## config.mk

```make
export PLATFORM = sky130hd
export DESIGN_NAME = div3_arbiter
export DESIGN_NICKNAME = d
export VERILOG_FILES = /design/src/rtl/div3_pkg.sv /design/src/rtl/div3_core.sv /design/src/rtl/div3_arbiter.sv
export SDC_FILE = /design/constraint.sdc
export NUM_CORES = 1
export LEC_CHECK = 0
export ABC_AREA = 1
export CORE_UTILIZATION = 40
export DETAILED_ROUTE_END_ITERATION = 10
export PLACE_DENSITY = 0.72
export SYNTH_ARGS = -nofsm -noshare
export SYNTH_HDL_FRONTEND = slang
export SYNTH_SLANG_ARGS = --single-unit
```

## constraint.sdc

```tcl
create_clock -name clk -period 14.01 [get_ports clk]
set_input_delay 2.802 -clock clk [delete_from_list [all_inputs] [get_ports clk]]
set_output_delay 2.802 -clock clk [all_outputs]
set_load 0.02 [all_outputs]
```

## src/rtl/div3_pkg.sv

```systemverilog
// Shared types and helpers for the divisible-by-3 arbiter.
// Round-robin pick is sized for the largest supported requester count.
package div3_pkg;

    localparam int NUM_W = 16;
    localparam int MAX_REQ = 8;

    typedef enum logic {IDLE, RESP} div3_state_t;

    function automatic logic [2:0] rr_pick(
        input logic [MAX_REQ-1:0] valid,
        input logic [2:0]         last,
        input int                 n
    );
        logic [2:0] pick;
        logic       found;
        int         idx;
        pick  = '0;
        found = 1'b0;
        for (int k = 1; k <= MAX_REQ; k++) begin
            idx = (int'(last) + k) % n;
            if (k <= n && !found && valid[3'(idx)]) begin
                pick  = 3'(idx);
                found = 1'b1;
            end
        end
        return pick;
    endfunction

endpackage

```

## src/rtl/div3_core.sv

```systemverilog
// Combinational divisibility-by-3 checker.
// Even bits weigh 1 mod 3, odd bits weigh -1 mod 3.
module div3_core
    import div3_pkg::*;
(
    input  logic [NUM_W-1:0] number,
    output logic             is_div3
);

    logic [3:0]        even_sum;
    logic [3:0]        odd_sum;
    logic signed [4:0] diff;

    always_comb begin
        even_sum = '0;
        odd_sum  = '0;
        for (int i = 0; i < NUM_W; i += 2) begin
            even_sum = even_sum + 4'(number[i]);
            odd_sum  = odd_sum + 4'(number[i+1]);
        end
        diff = $signed({1'b0, even_sum}) - $signed({1'b0, odd_sum});
        // diff spans -8..8, so only these multiples of 3 are reachable
        is_div3 = diff inside {-5'sd6, -5'sd3, 5'sd0, 5'sd3, 5'sd6};
    end

endmodule

```

## src/rtl/div3_arbiter.sv

```systemverilog
// Round-robin arbiter in front of one shared div-by-3 checker.
// Registers the granted operand and result until downstream takes it.
module div3_arbiter
    import div3_pkg::*;
#(
    parameter int N_REQ = 4,
    parameter int ID_W  = $clog2(N_REQ)
) (
    input  logic                   clk,
    input  logic                   rst_n,
    input  logic [N_REQ-1:0]       req_valid,
    input  logic [NUM_W*N_REQ-1:0] req_number,
    output logic [N_REQ-1:0]       req_ready,
    output logic                   rsp_valid,
    input  logic                   rsp_ready,
    output logic [ID_W-1:0]        rsp_id,
    output logic [NUM_W-1:0]       rsp_number,
    output logic                   rsp_is_div3,
    output logic [15:0]            rsp_count,
    output logic [15:0]            div_count
);

    div3_state_t        state_q;
    div3_state_t        state_d;
    logic [ID_W-1:0]    last_q;
    logic [ID_W-1:0]    grant;
    logic [MAX_REQ-1:0] valid_ext;
    logic [NUM_W-1:0]   sel_number;
    logic               sel_div3;
    logic               any_valid;
    logic               accept;
    logic               retire;

    always_comb begin
        valid_ext = '0;
        valid_ext[N_REQ-1:0] = req_valid;
    end

    assign any_valid  = |req_valid;
    assign grant      = ID_W'(rr_pick(valid_ext, 3'(last_q), N_REQ));
    assign sel_number = req_number[NUM_W*int'(grant) +: NUM_W];

    div3_core u_core (
        .number  (sel_number),
        .is_div3 (sel_div3)
    );

    // rst_n gates the grant so no request is seen as accepted in reset
    always_comb begin
        state_d   = state_q;
        req_ready = '0;
        rsp_valid = 1'b0;
        accept    = 1'b0;
        retire    = 1'b0;
        unique case (state_q)
            IDLE: begin
                if (any_valid && rst_n) begin
                    req_ready[grant] = 1'b1;
                    accept           = 1'b1;
                    state_d          = RESP;
                end
            end
            RESP: begin
                rsp_valid = 1'b1;
                if (rsp_ready) begin
                    retire  = 1'b1;
                    state_d = IDLE;
                end
            end
            default: state_d = IDLE;
        endcase
    end

    always_ff @(posedge clk or negedge rst_n) begin
        if (!rst_n) begin
            state_q     <= IDLE;
            last_q      <= ID_W'(N_REQ - 1);
            rsp_id      <= '0;
            rsp_number  <= '0;
            rsp_is_div3 <= 1'b0;
            rsp_count   <= '0;
            div_count   <= '0;
        end else begin
            state_q <= state_d;
            if (accept) begin
                last_q      <= grant;
                rsp_id      <= grant;
                rsp_number  <= sel_number;
                rsp_is_div3 <= sel_div3;
            end
            if (retire) begin
                rsp_count <= rsp_count + 16'd1;
                div_count <= div_count + {15'd0, rsp_is_div3};
            end
        end
    end

endmodule

```

; ---- Yosys cells after proc, flatten, opt, wreduce, memory -nomap -nowiden
; Cells that the tools add are included.
[word_totals]
reg_bits = 54
latch_bits = 0
mem_bits_rw = 0
mem_bits_ro = 0
input_bits = 71
out_inout_bits = 56
wordCells = 89
mem_count = 0
[classes]
addsub = 21
n_mul = 0
n_div = 0
order_cmp = 6
n_eq_ne = 4
n_shift = 1
n_mux = 30
bitwise = 5
reduce_logical = 15
[ops]
columns = operator, count
row1 = 64-bit by 7-bit indexed part select with 16-bit output, 1
row2 = 4-bit by 1-bit adder with 4-bit output, 12
row3 = "3-bit by 5-bit < comparator with 1-bit output, second input constant", 4
row4 = 1-bit 2-to-1 mux, 18
row5 = 16-bit by 1-bit adder with 16-bit output, 1
row6 = "16-bit by 1-bit adder with 16-bit output, second input constant", 1
row7 = 1-bit binary-select mux with 3-bit select, 4
row8 = "5-bit equality test, second input constant", 2
row9 = 2-bit 2-to-1 mux, 4
row10 = 4-bit 2-to-1 mux, 2
row11 = 2-bit OR reduction, 4
row12 = "5-bit by 2-bit equality test with 1-bit output, second input constant", 1
row13 = "5-bit by 3-bit equality test with 1-bit output, second input constant", 1
row14 = 1-bit logical AND, 5
row15 = 5-bit logical NOT, 1
row16 = 5-bit nonzero test, 1
row17 = 4-bit by 4-bit subtractor with 5-bit output, 1
row18 = 1-bit by 1-bit adder with 2-bit output, 2
row19 = "2-bit by 1-bit adder with 2-bit output, second input constant", 2
row20 = "2-bit adder, second input constant", 2
row21 = "1-bit AND, first input constant", 4
row22 = 4-bit OR reduction, 1
row23 = 1-bit logical NOT, 3
row24 = "2-bit by 3-bit < comparator with 1-bit output, second input constant", 1
row25 = 4 further kinds, 4

; ---- Logic depth before layout (Yosys ltp)
[depth]
depth_word = 27
depth_mapped = 32
depth_no_buf = 31

; ---- Hierarchy
; A second synthesis with hierarchy kept.
[unflattened]
hier_cells = 499
hier_area_um2 = 3711.1
[by_module_without_submodules]
columns = module, n_inst, cells_each, area_each_um2, seq_area_each_um2
row1 = div3_arbiter, 1, 427, 3204.3, 1353.8
row2 = div3_core, 1, 72, 506.7, 0.0

; ---- Worst setup path before layout
; No wires, ideal clock.
[synth_timing]
kind = input to register
start = input port req_valid[3]
end = register rsp_is_div3
setup_ps = 64
arrival_ps = 7197
t_required_ps = 13946
slack_ps = 6749
cell_stages = 28
path_buffers = 1
cell_sequence = inv_1 -> nand2_1 -> nand3_1 -> nand2_1 -> nor2_4 -> nand3_1 -> nand3_2 -> nand2_4 -> inv_4 -> buf_4 -> nand2_1 -> nand2_1 -> inv_1 -> ha_1 -> inv_1 -> fa_1 -> fa_1 -> inv_1 -> fa_1 -> inv_1 -> fa_1 -> fa_1 -> inv_1 -> nor2_1 -> nand2_1 -> a211oi_1 -> o22ai_1 -> inv_1
[synth_between]
elab_chain_len = 24
elab_cells_between_ends = 51
classes_between = 15 x add/sub / 4 x eq/ne / 1 x shift / 21 x mux / 10 x reduce/logical
[synth_lines]
columns = item, line_no
row1 = start: declaration, div3_arbiter.sv:11  ; input logic [N_REQ-1:0] req_valid,
row2 = 1-bit binary-select mux with 3-bit select, div3_pkg.sv:22  ; if (k <= n && !found && valid[3'(idx)]) begin
row3 = 1-bit 2-to-1 mux (implied by the code) (2 in series), div3_pkg.sv:22
row4 = 1-bit 2-to-1 mux, div3_pkg.sv:22
row5 = 1-bit logical NOT, div3_pkg.sv:22
row6 = 1-bit logical AND, div3_pkg.sv:22
row7 = 1-bit 2-to-1 mux, div3_pkg.sv:22
row8 = 1-bit logical NOT, div3_pkg.sv:22
row9 = 1-bit logical AND, div3_pkg.sv:22
row10 = [... 3 more ...], --
row11 = 2-bit 2-to-1 mux (*), div3_pkg.sv:22
row12 = 64-bit by 7-bit indexed part select with 16-bit output (*), div3_arbiter.sv:41  ; assign sel_number = req_number[NUM_W*int'(grant) +: NUM_W];
row13 = named net sel_number[0], div3_arbiter.sv:28  ; logic [NUM_W-1:0] sel_number;
row14 = 1-bit by 1-bit adder with 2-bit output (*), div3_core.sv:18  ; even_sum = even_sum + 4'(number[i]);
row15 = 4-bit by 1-bit adder with 4-bit output (*) (6 in series), div3_core.sv:18
row16 = 4-bit by 4-bit subtractor with 5-bit output (*), div3_core.sv:21  ; diff = $signed({1'b0, even_sum}) - $signed({1'b0, odd_sum});
row17 = "5-bit equality test, or another cell as far along", div3_core.sv:23  ; is_div3 = diff inside {-5'sd6, -5'sd3, 5'sd0, 5'sd3, 5'sd6};
row18 = 5-bit nonzero test (*), div3_core.sv:23
row19 = end signal: assignment, div3_arbiter.sv:89  ; rsp_is_div3 <= sel_div3;
row20 = end: declaration, div3_arbiter.sv:18  ; output logic rsp_is_div3,
; Mark *: on every way through the listed nets, which the timed path passes. The rest lies on a longest branch. The select of a mux whose other input is x is not followed.
; A chain may end at the register's enable or synchronous reset.

; ---- Final worst setup path
[layout_timing]
start = input port req_valid[3]
end = output port req_ready[1]
[layout_between]
elab_chain_len = 19
elab_cells_between_ends = 34
classes_between = 2 x order compare / 23 x mux / 9 x reduce/logical
[layout_lines]
columns = item, line_no
row1 = 1-bit binary-select mux with 3-bit select, div3_pkg.sv:22
row2 = 1-bit 2-to-1 mux (implied by the code) (2 in series), div3_pkg.sv:22
row3 = 1-bit 2-to-1 mux, div3_pkg.sv:22
row4 = 1-bit logical NOT, div3_pkg.sv:22
row5 = 1-bit logical AND, div3_pkg.sv:22
row6 = 1-bit 2-to-1 mux, div3_pkg.sv:22
row7 = 1-bit logical NOT, div3_pkg.sv:22
row8 = 1-bit logical AND, div3_pkg.sv:22
row9 = [... 2 more ...], --
row10 = 1-bit logical AND, div3_pkg.sv:22
row11 = 2-bit 2-to-1 mux, div3_pkg.sv:22
row12 = 2-bit by 3-bit < comparator with 1-bit output (implied by the code) / 2-bit by 1-bit >= comparator with 1-bit output (equally long branches), div3_arbiter.sv:58  ; req_ready[grant] = 1'b1;
row13 = 1-bit logical AND (implied by the code), div3_arbiter.sv:58
row14 = 1-bit 2-to-1 mux (implied by the code), div3_arbiter.sv:58
row15 = 1-bit demux with 2-bit select, div3_arbiter.sv:58
row16 = 4-bit 2-to-1 mux (*), div3_arbiter.sv:57  ; if (any_valid && rst_n) begin
row17 = 4-bit 2-to-1 mux (*), div3_arbiter.sv:55  ; unique case (state_q)
row18 = end: declaration, div3_arbiter.sv:13  ; output logic [N_REQ-1:0] req_ready,
; Every way passes the cells marked *; elsewhere a longest branch is shown, timed or not. The select of a mux whose other input is x is not followed.

==> metrics.log <==
INFO  metric setup_viol = 0
INFO  metric cap_violations = 0
INFO  metric clockRootBuffer = clkbuf_8
INFO  metric viasPerCell = 4.79
INFO  metric fin_worst_skew = 0.0117 ns
INFO  metric ff2ff_setup_slack = 7.86 ns
INFO  metric cp_max_fo = 36
INFO  metric antenna_cells_inserted = 0
INFO  metric whs_endpoint = div_count[15]
INFO  metric rsz0062_at_grt = no
INFO  metric hold_class = reg2reg
INFO  metric fin_tns_setup = 0 ns
INFO  metric synthesis.instances = 516
INFO  metric sequential_to_total_area_share_from_yosys_stat = 0.360
INFO  metric placementRows = 35
INFO  metric slew_headroom = 0.535
INFO  metric yosys.area.top_type = dfrtp_1
INFO  metric floorplan.core_area = 0.00915 mm2
INFO  metric timing.hold.ws = 0.472 ns
INFO  metric report.final.hold_viol_count = 0
INFO  metric fp.dieH = 98.9 um
INFO  metric clock_sink_count = 54
INFO  metric remaining_drcs = 0
INFO  metric cts.path.max_buffers = 2
INFO  metric layout_min_cycle_time = 8.58 ns
INFO  metric arrival_time_reported_for_the_critical_path_endpoint = 5.78 ns
INFO  metric worst_skew_pair.late_latency = 0.31 ns
INFO  metric setup.worst_path.class = in2out
INFO  metric grt_pass1_vias = 3,561
INFO  metric cts_tree = built
INFO  metric async_flop_share = 1.00
INFO  metric htree_num_levels = 2
INFO  metric synth-main-ff-cell = dfrtp_1
INFO  metric regToRegStartpoint = last_q[0]
INFO  metric clk_pin_slew_worst_paths = 0.09 ns
INFO  metric routed_wl = 9.28 mm
INFO  metric post_cts.repair.setup_buffers = 0
INFO  metric netlist.area_leader.share = 0.346
INFO  metric crit_path_launch_type = input port
INFO  metric cts.repair.resized = 0
INFO  metric synth_enable_flop_cells = 0
INFO  metric number_of_storage_elements_in_the_synthesis_netlist = 54
INFO  metric netlist_top_cells_area = dfrtp_1 (35%), nand2_1 (22%), nand3_1 (6.9%), inv_1 (5.6%), fa_1 (4.8%)
INFO  metric start_util = 0.411
INFO  metric postCtsHoldBufs = 0
INFO  metric synthesized_area = 0.00376 mm2
INFO  metric final_max_slew_viol_count = 0
INFO  metric synth_fp_nets = 609
INFO  metric synth.distinct_cells = 37
INFO  metric launch_point_of_the_worst_hold_path = div_count[15]
INFO  metric grt_overflow_total = 0
INFO  metric post-route-period-util = 0.613
INFO  metric synth_warn = 0
INFO  metric crit_end_category = primary output
INFO  metric timing_worst_slew_pin_value = 0.695 ns
INFO  metric rr_worst_depth = 28
INFO  metric flow.area_growth_from_synthesis = 36.7%
INFO  metric timing.critical_path.cells = clkdlybuf4s50_1, inv_1, nand2_1, nand3_1, nand2_1, nor2_4, nand4_4, nand2_4, inv_1, nor3_1, clkdlybuf4s50_1
INFO  metric fp.dieW = 98.9 um
INFO  metric port-buffer-count = 126
INFO  metric largest_net_degree_at_the_start_of_global_routing = 56
INFO  metric post_drt_wl_per_cell = 12.4 um
INFO  metric crit_slowest_cell = clkdlybuf4s50_1
INFO  metric max_clock_freq = 117 MHz
INFO  metric run_status = finished clean
INFO  metric worst_path_largest_cell_delay = 0.66 ns
INFO  metric post-dp-hpwl = 7.39 mm
INFO  metric number_of_stages_on_the_worst_hold_path = 1
INFO  metric critical_path_required = 11.21 ns
INFO  metric grt_usage = 0.199
INFO  metric num-nets-final = 727
INFO  metric number_of_antenna_violations_at_the_first_check_in_global_routing = 0
INFO  metric antenna_left = 0
INFO  metric timing.rr.end = rsp_is_div3
INFO  metric design.die.area = 0.00979 mm2
INFO  metric grt_pass1_wl = 15.8 mm
INFO  metric detail_route.iter0.violations = 114
INFO  metric gpl.final_weighted_congestion = 0.870
INFO  metric vias = 3,576
INFO  metric finish.utilization = 0.561
INFO  metric drive_above_1_share = 0.0362
INFO  metric detail_route.first_pass.iterations = 4
INFO  metric floorplan.io_pins = 127
INFO  metric cts_buffers = 5
INFO  metric avgSynthCellArea = 7.28 um2
## stage by stage
| step | cells | area, um2 | setup WS, ns |
|---|---|---|---|
| 3_3_place_gp | 738 | 5050 | 5.47 |
| 4_1_cts | 746 | 5130 | 5.40 |
| 5_1_grt | 746 | 5130 | 5.10 |
| 2_1_floorplan | 516 | 3760 | 6.75 |
| 6_report | 746 | 5130 | 5.43 |
| 3_5_place_dp | 738 | 5050 | 5.41 |
## critical path: cells and delay by family
kind / cells / cell delay (ns)
buffers and inverters: 4 / 1.30
and+or+nand+nor: 7 / 1.66
## cell families (layout without fill, tap and decap cells)
| family | count (synthesis) | in the layout | share of synthesized area |
|---|---|---|---|
| XOR/XNOR | 30 | 30 | 0.0699 |
| AND/OR/NAND/NOR | 317 | 317 | 0.361 |
| adder cells (fa/ha/maj) | 22 | 22 | 0.0912 |
| flip-flops | 54 | 54 | 0.360 |
| AO/OA/AOI/OAI | 18 | 18 | 0.0290 |
| buffers and inverters | 75 | 194 | 0.0886 |
## layer usage
| metal | part of all wire | wire [um] | up-vias | GRT usage |
|---|---|---|---|---|
| met4 | 0.020 | 184 | 0 | 0.0608 |
| li1 | - | - | 1834 | - |
| met1 | 0.43 | 4020 | 1637 | 0.244 |
| met2 | 0.51 | 4690 | 86 | 0.363 |
| met5 | 0 | 0 | - | 0 |
| met3 | 0.041 | 379 | 19 | 0.0277 |
## layout make-up
type                    instances  area (um2)
clock inverters                 1        7.51
fillers                       857        4020
well taps                     111         139
multi-input cells             387        2070
flip-flops and latches         54        1350
inverters                      59         224
clock buffers                   7        76.3
repair buffers                127        1260
## worst max-delay path by stage
stage	startpoint	to	slack [ns]	depth (start not counted)
after floorplan	req_valid[3]	rsp_is_div3	6.75	28
after detailed placement	rst_n	req_ready[2]	5.41	9
final	req_valid[3]	req_ready[1]	5.43	11
after global placement	rst_n	req_ready[2]	5.47	9
after global routing	rst_n	req_ready[2]	5.10	9
after CTS	rst_n	req_ready[2]	5.40	9
## flip-flops by register name, indices dropped and copies added, names as in the netlist
name / count
rsp_count: 16
state_q: 1
last_q: 2
div_count: 16
rsp_number: 16
rsp_id: 2
rsp_is_div3: 1
## cells in the final DEF, fill, tap and decap left out, drive strengths merged, types with 2 or more instances in the layout
cell type	netlist	routed
nand3b	4	4
a21oi	5	5
nor3	5	5
inv	59	59
buf	13	2
nand3	53	53
xnor2	16	16
nand4	5	5
nand2	229	229
o21ai	7	7
dfrtp	52	52
clkbuf	3	7
dfstp	2	2
ha	13	13
nor2	18	18
fa	9	9
xor2	14	14
clkdlybuf4s50	0	125
## Yosys cell counts, types with 2 or more instances
library cell and number:
inv_1 56, o21ai_0 6, clkbuf_1 3, buf_1 2, nor2_1 17, dfstp_2 2
fa_1 9, nand3_1 52, xor2_1 14, dfrtp_1 52, buf_2 3, nand2_1 223
nand3b_1 4, inv_2 2, a21oi_1 5, buf_6 4, nand2_4 3, ha_1 13
nand2_2 3, nor3_1 5, xnor2_1 16, nand4_1 4, buf_4 4
Power is not shown: default switching activity piles up to over one toggle a cycle in this logic, so the estimate is an artifact.
==> RTL edit (same settings) <==
Change the parameter `N_REQ` from 4 to 8.
--- a/src/rtl/div3_arbiter.sv
+++ b/src/rtl/div3_arbiter.sv
@@ -5,3 +5,3 @@
 #(
-    parameter int N_REQ = 4,
+    parameter int N_REQ = 8,
     parameter int ID_W  = $clog2(N_REQ)
Ports: changed (resized req_number, req_ready, req_valid and rsp_id); port bits go from 127 to 200. No check against the original RTL was run, so the function may have changed too.
==> RTL edit against the unedited design <==
- utilization is 1.5 points higher
- wire length grew 68%
- sequential share of layout area is 7.4 points lower
- fmax decreased by 4.5%
- sequential cell count rose by 2
- area after synthesis increased by 42%
- setup slack got worse by 0.40 ns
- global-route usage grew 3.0 points
- design area grew 44%
- first-iteration DRC count rose by 140%
- critical path type unchanged
- critical endpoint is now req_ready[7]
- highest routed layer unchanged
Power is not shown: default switching activity piles up to over one toggle a cycle in this logic, so the estimate is an artifact.
==> RTL edit: results (changes against the unedited design) <==
| Metric | Value |
|---|---|
| Synth Area in XOR/XNOR | `5.575% (-1.4 points)` |
| Worst-Skew Late Latency | `0.29 ns (-0.02 ns)` |
| Met2 Usage GRT | `42.34% (+6.1 points)` |
| Post-Syn Nets | `1000 (+64%)` |
| Worst-path clk slew | `0.07 ns (-0.02 ns)` |
| Detailed placement HPWL | `12230 µm (+66%)` |
| Largest net degree at the start of global routing | `66 (+18%)` |
| WHS | `0.4650 ns (-0.006755 ns)` |
| Global-route wire length before repair | `26340 µm (+67%)` |
| Worst flop-to-flop path startpoint | `last_q[0]` |
| Met3 usage | `2.616% (-0.15 points)` |
| WL met3 | `631 µm (+66%)` |
| Hold Path Sink | `rsp_count[15]` |
| Mux contribution to synthesized area | `0% (unchanged)` |
| Status | `finished, final reports clean` |
| Synth area leaders | `nand2_1 29%, dfrtp_1 25%, nand3_1 8.4%, inv_1 4.8%, buf_6 3.6%` |
| Rel. slew slack | `39.03% (-15 points)` |
| R2R setup slack | `6.73 ns (-1.13 ns)` |
| Slowest stage delay, CP | `0.63 ns (-0.03 ns)` |
| Nets | `1172 (+61%)` |
| DR iter-0 viols | `275 (+140%)` |
| Register area share after synthesis | `26.31% (-9.7 points)` |
| Pre-antenna DRT Iters | `5 (+1)` |
| Vias in the first global route | `5519 (+55%)` |
| Post-DR vias/cell | `4.805 (+0.25%)` |
| Cell variety after synth | `38 (+2.7%)` |
| Crit path max fanout | `65 (+81%)` |
| Pre-CTS WS | `4.864 ns (-0.5455 ns)` |
| CTS Root Cell | `clkbuf_16` |
| CTS resizes | `0 (unchanged)` |
| Post-synthesis adder-cell area fraction | `6.887% (-2.2 points)` |
| Clk_skew | `0.005848 ns (-0.005807 ns)` |
| Layout cells sized above 1 | `5.050% (+1.4 points)` |
| Port Buffers | `199 (+58%)` |
| GP Congestion | `0.9632 (+11%)` |
| M1 WL | `6724 µm (+67%)` |
| Share of flip-flops with an asynchronous set or reset | `100.0% (unchanged)` |
| Area post-placement | `0.007243 mm² (+43%)` |
| Synth warn | `0 (unchanged)` |
| Most common cell after layout, fill and taps aside | `nand2_1` |
| Hold Crit Start | `rsp_count[15]` |
| R2R depth | `32 (+14%)` |
| Mean area per synthesized cell | `6.382 µm² (-12%)` |
| Overall routing resource usage | `22.94% (+3.0 points)` |
| Via count | `5680 (+59%)` |
| Met2 wire length | `7852 µm (+67%)` |
| Top cells by count, synth | `407 x nand2_1, 90 x nand3_1, 68 x inv_1` |
| Crit path DAT | `6.18 ns (+0.40 ns)` |
| Synth Area in Compound Gates | `2.975% (+0.078 points)` |
| Met1 GRT Util | `27.70% (+3.3 points)` |
| Average wire per standard cell | `13.19 µm (+6.1%)` |
[RTL edit: cell types whose count changed in the layout (fill, tap and decap cells not counted), moves of 6 or more]
cell             change
nand3_1             +38
clkdlybuf4s50_1     +73
nor2_1              +26
inv_1               +12
nand2_2              +6
nand2_1            +184
nand3_2              +7
[RTL edit: cell type report]
type                       count  area, µm²
clock inverter                 3      23.77
sequential                    56       1405
inverter                      73      276.5
timing repair buffer         203       2017
clock buffer                   5      125.1
tap                          172      215.2
multi-input combinational    670       3329
fill                        1272       5433
[RTL edit: worst max path at each step]
stage                      start           end  slack, ns
finish              req_valid[5]  req_ready[7]       5.02
global route        req_valid[4]   rsp_is_div3       4.66
CTS                 req_valid[5]  req_ready[7]       5.06
detailed placement  req_valid[5]   rsp_is_div3       4.86
global placement    req_valid[0]   rsp_is_div3       4.97
floorplan           req_valid[6]   rsp_is_div3       6.25
